<file path="src/rtl/multi_cycle_cu.sv">
// Multi-cycle control unit: sequences each instruction through IF/ID/EXE/MEM/WB and drives per-state strobes.
// Latency: strobes are combinational in state/Op/Func/flags; the state register advances on every CLK rise.
// Backpressure: none; memory wait is a fixed MEM_LAT cycles, and RST_n low masks every strobe immediately.
module multi_cycle_cu #(
   parameter int OP_W    = 6,
   parameter int FUNC_W  = 6,
   parameter int ALUOP_W = 3,
   parameter int MEM_LAT = 1
) (
   input  logic               CLK,
   input  logic               RST_n,
   input  logic [OP_W-1:0]    Op,
   input  logic [FUNC_W-1:0]  Func,
   input  logic               ZERO,
   input  logic               SIGN,
   output logic               PCWre,
   output logic               IRWre,
   output logic [1:0]         PCSel,
   output logic               ALUScrA,
   output logic               ALUScrB,
   output logic [ALUOP_W-1:0] ALUop,
   output logic               ExtSel,
   output logic               RegDst,
   output logic               DB,
   output logic               RegWr,
   output logic               nRD,
   output logic               nWR,
   output logic [2:0]         State
);

   // FSM state encodings (also exported for trace)
   localparam logic [2:0] S_IF  = 3'b000;
   localparam logic [2:0] S_ID  = 3'b001;
   localparam logic [2:0] S_EXE = 3'b010;
   localparam logic [2:0] S_MEM = 3'b011;
   localparam logic [2:0] S_WB  = 3'b100;
   localparam logic [2:0] S_HLT = 3'b111;

   // Opcodes
   localparam logic [OP_W-1:0] OP_R    = OP_W'(6'b000000);
   localparam logic [OP_W-1:0] OP_J    = OP_W'(6'b000010);
   localparam logic [OP_W-1:0] OP_BEQ  = OP_W'(6'b000100);
   localparam logic [OP_W-1:0] OP_BNE  = OP_W'(6'b000101);
   localparam logic [OP_W-1:0] OP_BGTZ = OP_W'(6'b000111);
   localparam logic [OP_W-1:0] OP_ADDI = OP_W'(6'b001000);
   localparam logic [OP_W-1:0] OP_ORI  = OP_W'(6'b001101);
   localparam logic [OP_W-1:0] OP_LW   = OP_W'(6'b100011);
   localparam logic [OP_W-1:0] OP_SW   = OP_W'(6'b101011);
   localparam logic [OP_W-1:0] OP_HALT = OP_W'(6'b111111);

   // R-format funct codes
   localparam logic [FUNC_W-1:0] F_SLL = FUNC_W'(6'b000000);
   localparam logic [FUNC_W-1:0] F_ADD = FUNC_W'(6'b100000);
   localparam logic [FUNC_W-1:0] F_SUB = FUNC_W'(6'b100010);
   localparam logic [FUNC_W-1:0] F_AND = FUNC_W'(6'b100100);
   localparam logic [FUNC_W-1:0] F_OR  = FUNC_W'(6'b100101);
   localparam logic [FUNC_W-1:0] F_SLT = FUNC_W'(6'b101010);

   // ALU operation codes
   localparam logic [ALUOP_W-1:0] ALU_ADD = ALUOP_W'(3'b000);
   localparam logic [ALUOP_W-1:0] ALU_SUB = ALUOP_W'(3'b001);
   localparam logic [ALUOP_W-1:0] ALU_SLL = ALUOP_W'(3'b010);
   localparam logic [ALUOP_W-1:0] ALU_OR  = ALUOP_W'(3'b011);
   localparam logic [ALUOP_W-1:0] ALU_AND = ALUOP_W'(3'b100);
   localparam logic [ALUOP_W-1:0] ALU_SLT = ALUOP_W'(3'b110);

   // PC source select
   localparam logic [1:0] PC_NEXT = 2'b00;
   localparam logic [1:0] PC_REL  = 2'b01;
   localparam logic [1:0] PC_ABS  = 2'b10;
   localparam logic [1:0] PC_HALT = 2'b11;

   // Memory wait counter: counts 0..MEM_LAT-1 and never wraps
   localparam int             CW       = $clog2(MEM_LAT + 1);
   localparam logic [CW-1:0]  CNT_LAST = CW'(MEM_LAT - 1);

   logic [2:0]    state;
   logic [2:0]    nxt;
   logic [CW-1:0] mem_cnt;

   logic is_r, r_known, is_branch, taken, is_lw, is_sw;

   assign State = state;

   // Instruction class decode, purely from the IR fields
   always_comb begin
      is_r      = (Op == OP_R);
      r_known   = is_r && ((Func == F_SLL) || (Func == F_ADD) || (Func == F_SUB) ||
                           (Func == F_AND) || (Func == F_OR)  || (Func == F_SLT));
      is_branch = (Op == OP_BEQ) || (Op == OP_BNE) || (Op == OP_BGTZ);
      is_lw     = (Op == OP_LW);
      is_sw     = (Op == OP_SW);
      taken     = ((Op == OP_BEQ)  &&  ZERO) ||
                  ((Op == OP_BNE)  && !ZERO) ||
                  ((Op == OP_BGTZ) && !SIGN && !ZERO);
   end

   // Datapath steering: depends on Op/Func only, so it is stable from ID through WB
   always_comb begin
      ALUScrA = is_r && (Func == F_SLL);
      ALUScrB = (Op == OP_ADDI) || (Op == OP_ORI) || is_lw || is_sw;
      ExtSel  = (Op != OP_ORI);
      RegDst  = !(is_lw || (Op == OP_ADDI) || (Op == OP_ORI));
      DB      = is_lw;
      ALUop   = ALU_ADD;
      if (is_branch) begin
         ALUop = ALU_SUB;
      end else if (Op == OP_ORI) begin
         ALUop = ALU_OR;
      end else if (is_r) begin
         case (Func)
            F_SUB:   ALUop = ALU_SUB;
            F_AND:   ALUop = ALU_AND;
            F_OR:    ALUop = ALU_OR;
            F_SLT:   ALUop = ALU_SLT;
            F_SLL:   ALUop = ALU_SLL;
            default: ALUop = ALU_ADD;
         endcase
      end
   end

   // Next-state and strobe generation; reset low masks all strobes in any state
   always_comb begin
      nxt   = S_IF;
      PCWre = 1'b0;
      IRWre = 1'b0;
      RegWr = 1'b0;
      nRD   = 1'b1;
      nWR   = 1'b1;
      PCSel = PC_NEXT;
      case (state)
         S_IF: begin
            IRWre = 1'b1;
            nxt   = S_ID;
         end
         S_ID: begin
            if (Op == OP_J) begin
               PCWre = 1'b1;
               PCSel = PC_ABS;
               nxt   = S_IF;
            end else if (Op == OP_HALT) begin
               nxt   = S_HLT;
            end else begin
               nxt   = S_EXE;
            end
         end
         S_EXE: begin
            if (is_branch) begin
               PCWre = 1'b1;
               PCSel = taken ? PC_REL : PC_NEXT;
               nxt   = S_IF;
            end else if (is_lw || is_sw) begin
               nxt   = S_MEM;
            end else if (r_known || (Op == OP_ADDI) || (Op == OP_ORI)) begin
               nxt   = S_WB;
            end else begin
               // Unrecognised instruction retires as a NOP
               PCWre = 1'b1;
               nxt   = S_IF;
            end
         end
         S_MEM: begin
            nRD = !is_lw;
            nWR = !is_sw;
            nxt = S_MEM;
            if (mem_cnt == CNT_LAST) begin
               if (is_lw) begin
                  nxt   = S_WB;
               end else begin
                  PCWre = 1'b1;
                  nxt   = S_IF;
               end
            end
         end
         S_WB: begin
            RegWr = 1'b1;
            PCWre = 1'b1;
            nxt   = S_IF;
         end
         S_HLT: begin
            PCSel = PC_HALT;
            nxt   = S_HLT;
         end
         default: nxt = S_IF;
      endcase
      if (!RST_n) begin
         PCWre = 1'b0;
         IRWre = 1'b0;
         RegWr = 1'b0;
         nRD   = 1'b1;
         nWR   = 1'b1;
      end
   end

   // State register and memory wait counter
   always_ff @(posedge CLK) begin
      if (!RST_n) begin
         state   <= S_IF;
         mem_cnt <= '0;
      end else begin
         state <= nxt;
         if (state == S_EXE) begin
            mem_cnt <= '0;
         end else if ((state == S_MEM) && (mem_cnt != CNT_LAST)) begin
            mem_cnt <= mem_cnt + CW'(1);
         end
      end
   end

endmodule

</file>
<file path="config.mk">
export PLATFORM = sky130hd
export DESIGN_NAME = multi_cycle_cu
export DESIGN_NICKNAME = d
export VERILOG_FILES = /design/src/rtl/multi_cycle_cu.sv
export SDC_FILE = /design/constraint.sdc
export NUM_CORES = 1
export LEC_CHECK = 0
export ABC_AREA = 1
export CORE_MARGIN = 4
export CORE_UTILIZATION = 40
export CTS_CLUSTER_DIAMETER = 40
export DETAILED_ROUTE_END_ITERATION = 12
export PLACE_DENSITY = 0.84
export SETUP_SLACK_MARGIN = 0.5
export SKIP_CTS_REPAIR_TIMING = 1
export SLEW_MARGIN = 30
export SYNTH_ARGS = -nofsm -noshare
export SYNTH_HDL_FRONTEND = slang
export SYNTH_SLANG_ARGS = --single-unit
</file>
<file path="constraint.sdc">
create_clock -name CLK -period 1.9 [get_ports CLK]
set_input_delay 0.285 -clock CLK [delete_from_list [all_inputs] [get_ports CLK]]
set_output_delay 0.285 -clock CLK [all_outputs]
set_load 0.1 [all_outputs]
</file>
==> flow_metrics.tcl, run 1 <==
set metrics [dict create \
    synth.cell_area_sq_um 596 \
    synth.distinct_cells 21 \
    row_count 13 \
    synthFlopType "dfxtp_1" \
    yosys.area.top_type "nand2_1" \
    synth-warning-count 0 \
    synth_edf_count 0 \
    synth_nets 129 \
    synth_area_leaders "nand2_1, dfxtp_1, nor2_1" \
    syn_avg_cell_area_sq_um 5.27 \
    initial_core_util 0.441 \
    flow.stopped_at "detailed placement (3_5_place_dp)" \
    portBuffers 33 \
    async_flop_share 0 \
    synth_top_family_by_area "simple AND/OR/NAND/NOR gates" \
    synth-xor-area-share 0 \
    yosysSeqAreaShare 0.134 \
    gp_congestion 0.861 \
    io_pins 34 \
    error_line "[ERROR DPL-0038] Utilization greater than 100%, impossible to legalize" \
    synth-compound-area-share 0.120 \
    muxShareOfSynthArea 0 \
    fp.dieW_um 46.6 \
    fp.dieH_um 46.6 \
    synth_simple_gate_area_share 0.613 \
    outcome "stopped before the end" \
    yosysTopAreaCellShare 0.158 \
    synth_adder_area_share 0 \
    synth-seq-cells 4 \
    synthCells 113 \
]
[stage by stage]
step              setup WS [ps]  TNS, ps
floorplan                  -117     -199
global placement           -192     -707
[kinds of logic after synthesis]
group	after synthesis
simple gates	74
buf+inv	21
compound gates	14
flops	4
[synthesized netlist by cell type (3+ instances only)]
master   number
nor2_2        3
a21oi_1       7
dfxtp_1       4
nor2_1       21
inv_2         5
inv_1        15
o21ai_0       4
nand2_1      25
nand3_1      11
==> run 2, diff against run 1 <==
--- a/config.mk
+++ b/config.mk
@@ -6,12 +6,10 @@
 export NUM_CORES = 1
 export LEC_CHECK = 0
 export ABC_AREA = 1
-export CORE_MARGIN = 4
-export CORE_UTILIZATION = 40
-export CTS_CLUSTER_DIAMETER = 40
+export CORE_AREA = 4 4 65 67
 export DETAILED_ROUTE_END_ITERATION = 12
-export PLACE_DENSITY = 0.84
-export SETUP_SLACK_MARGIN = 0.5
+export DIE_AREA = 0 0 69 71
+export PLACE_DENSITY_LB_ADDON = 0.15
 export SKIP_CTS_REPAIR_TIMING = 1
 export SLEW_MARGIN = 30
 export SYNTH_ARGS = -nofsm -noshare
==> run 2 against run 1 <==
The run now ends clean. Synthesized area is the same. Synthesized cell count did not move.
==> flow_metrics.tcl, run 2 <==
set metrics [dict create \
    outcome "completed" \
    clock_latency_ps 220 \
    portBuffers 33 \
    hp-class "reg -> reg" \
    synth_area_leaders "nand2_1, dfxtp_1, nor2_1" \
    drt-total-wl_um 2160 \
    slew-limit-headroom 0.802 \
    ant_nets 0 \
    num_antenna_cells 0 \
    maxCapViolCount 0 \
    htreeDepth 1 \
    synth_edf_count 0 \
    grt_util_all_layers 0.0928 \
    critPathLaunch "Op[4]" \
    layout_commonest_cell "buf_4" \
    yosys.area.top_type "nand2_1" \
    syn_avg_cell_area_sq_um 5.27 \
    start_kind "input port" \
    drt_first_iter_violations 42 \
    clock.fmax_mhz 558 \
    clockRootBuffer "clkbuf_8" \
    period_minus_slack_ps 1790 \
    max_stage_delay_ps 200 \
    finalSetupViolCount 0 \
    layout_common_cells "buf_4, nand2_1, nor2_1, buf_12, inv_1" \
    yosysSeqAreaShare 0.134 \
    vias 883 \
    drive_above_1_share 0.474 \
    vias_per_cell 4.03 \
    arrival_ps 1510 \
    fp.dieW_um 69 \
    rr_startpoint "State[0]" \
    yosysMostFrequentCell "nand2_1" \
    ys_top_cells_by_count "nand2_1, nor2_1, inv_1, nand3_1, a21oi_1" \
    synth-warning-count 0 \
    dieArea_sq_um 4900 \
    antenna_found_initial 0 \
    row_count 22 \
    dp.cells 215 \
    worstSetupEndpointType "output port" \
    cts_buffers 3 \
    cp_slowest_cell "and3_4" \
    gp_congestion 0.820 \
    ir_drop_v 0.000202 \
    synth_nets 129 \
    slew_violations 0 \
    rsz0062_at_grt "no" \
    clock_path_buffers 2 \
    crit_buf_inv 2 \
    area_growth_pct 148 \
    largest_reg_flops 3 \
    fin_skew_ps 2.98 \
    dr.pass1.iters 4 \
    synthCells 113 \
    synth.distinct_cells 21 \
    fp.dieH_um 71 \
    hold_viol 0 \
    worst_slew_pin_slew_ps 294 \
    min_from "mem_cnt" \
    route.detailed.drc 0 \
    path_class "in -> out" \
    clk_pin_slew_ps 30 \
    p_leak_nw 0.778 \
    finalCritPeriodShare 0.944 \
    synth.cell_area_sq_um 596 \
    dp_hpwl_um 1950 \
    stdcell_count 219 \
    synth-seq-cells 4 \
    core_area_sq_um 3630 \
    path_max_fanout 4 \
    grt_pass1_wl_um 3810 \
    grt-ovfl-total 0 \
    grt_max_degree 8 \
    cts_num_sinks 4 \
    path_cells "dlymetal6s2s_1, nor2_4, and3_4, nand2_1, nor2_2, nand2_2, o21ai_4, buf_12" \
    initial_core_util 0.164 \
    grt_pass1_vias 875 \
    p_per_area_nw_per_um2 356 \
    yosysTopAreaCellShare 0.158 \
    total_power_w 0.000525 \
    io_pins 34 \
    finish.net_count 188 \
    cp.required_ps 1620 \
    async_flop_share 0 \
    wl_per_cell_um 9.88 \
    synthFlopType "dfxtp_1" \
    path_delay_family "simple AND/OR/NAND/NOR gates" \
    cts_tree "done" \
]
run 2: final cells by class:
type | instances | area (sq um)
timing repair buffer | 54 | 661
tap | 48 | 60.1
inverter | 21 | 80.1
fill | 383 | 2160
clock buffer | 4 | 45.0
multi-input combinational | 88 | 538
sequential | 4 | 91.3
run 2: through the flow:
step	util	hold slack [ps]	instance area, sq um	worst slack [ps]	setup TNS, ps
5_1_grt	0.406	478	1480	15.9	0
3_5_place_dp	0.375	456	1360	-227	-936
4_1_cts	0.388	464	1410	-232	-944
6_report	0.406	461	1480	107	0
2_1_floorplan	-	390	673	-362	-1390
3_3_place_gp	0.375	455	1360	-278	-1040
run 2: final timing paths:
| kind | to | slack, ps | cells after the start |
|---|---|---|---|
| setup reg to reg | State[2] | 630 | 7 |
| setup / recovery | PCSel[0] | 110 | 8 |
| hold reg to reg | mem_cnt | 460 | 2 |
| hold / removal | mem_cnt | 460 | 2 |
run 2: logic make-up after synthesis:
group,share of synthesized area
buffers and inverters,0.132
AO/OA/AOI/OAI,0.120
flip-flops,0.134
AND/OR/NAND/NOR,0.613
run 2: power by group:
group	leakage [nW]	switching, W	internal (W)	total, W
Combinational	0.720	0.000150	0.0000946	0.000245
Clock	0.0228	0.0000455	0.000143	0.000189
Sequential	0.0347	0.00000453	0.0000872	0.0000917
Total	0.778	0.000200	0.000325	0.000525
run 2: tightest hold or removal path: stages, from the launching register on:
cell	delay [ps]
dfxtp_1	320
nand2_1	60
nor2_1	40
run 2: per-layer routing:
layer	GRT usage	part of all wire	vias up
met5	0	0	-
met4	0.0282	0.0097	0
met3	0.0341	0.053	2
met2	0.142	0.46	27
met1	0.121	0.47	375
li1	-	-	479
Note: power is estimated with default switching activity, not from simulation.
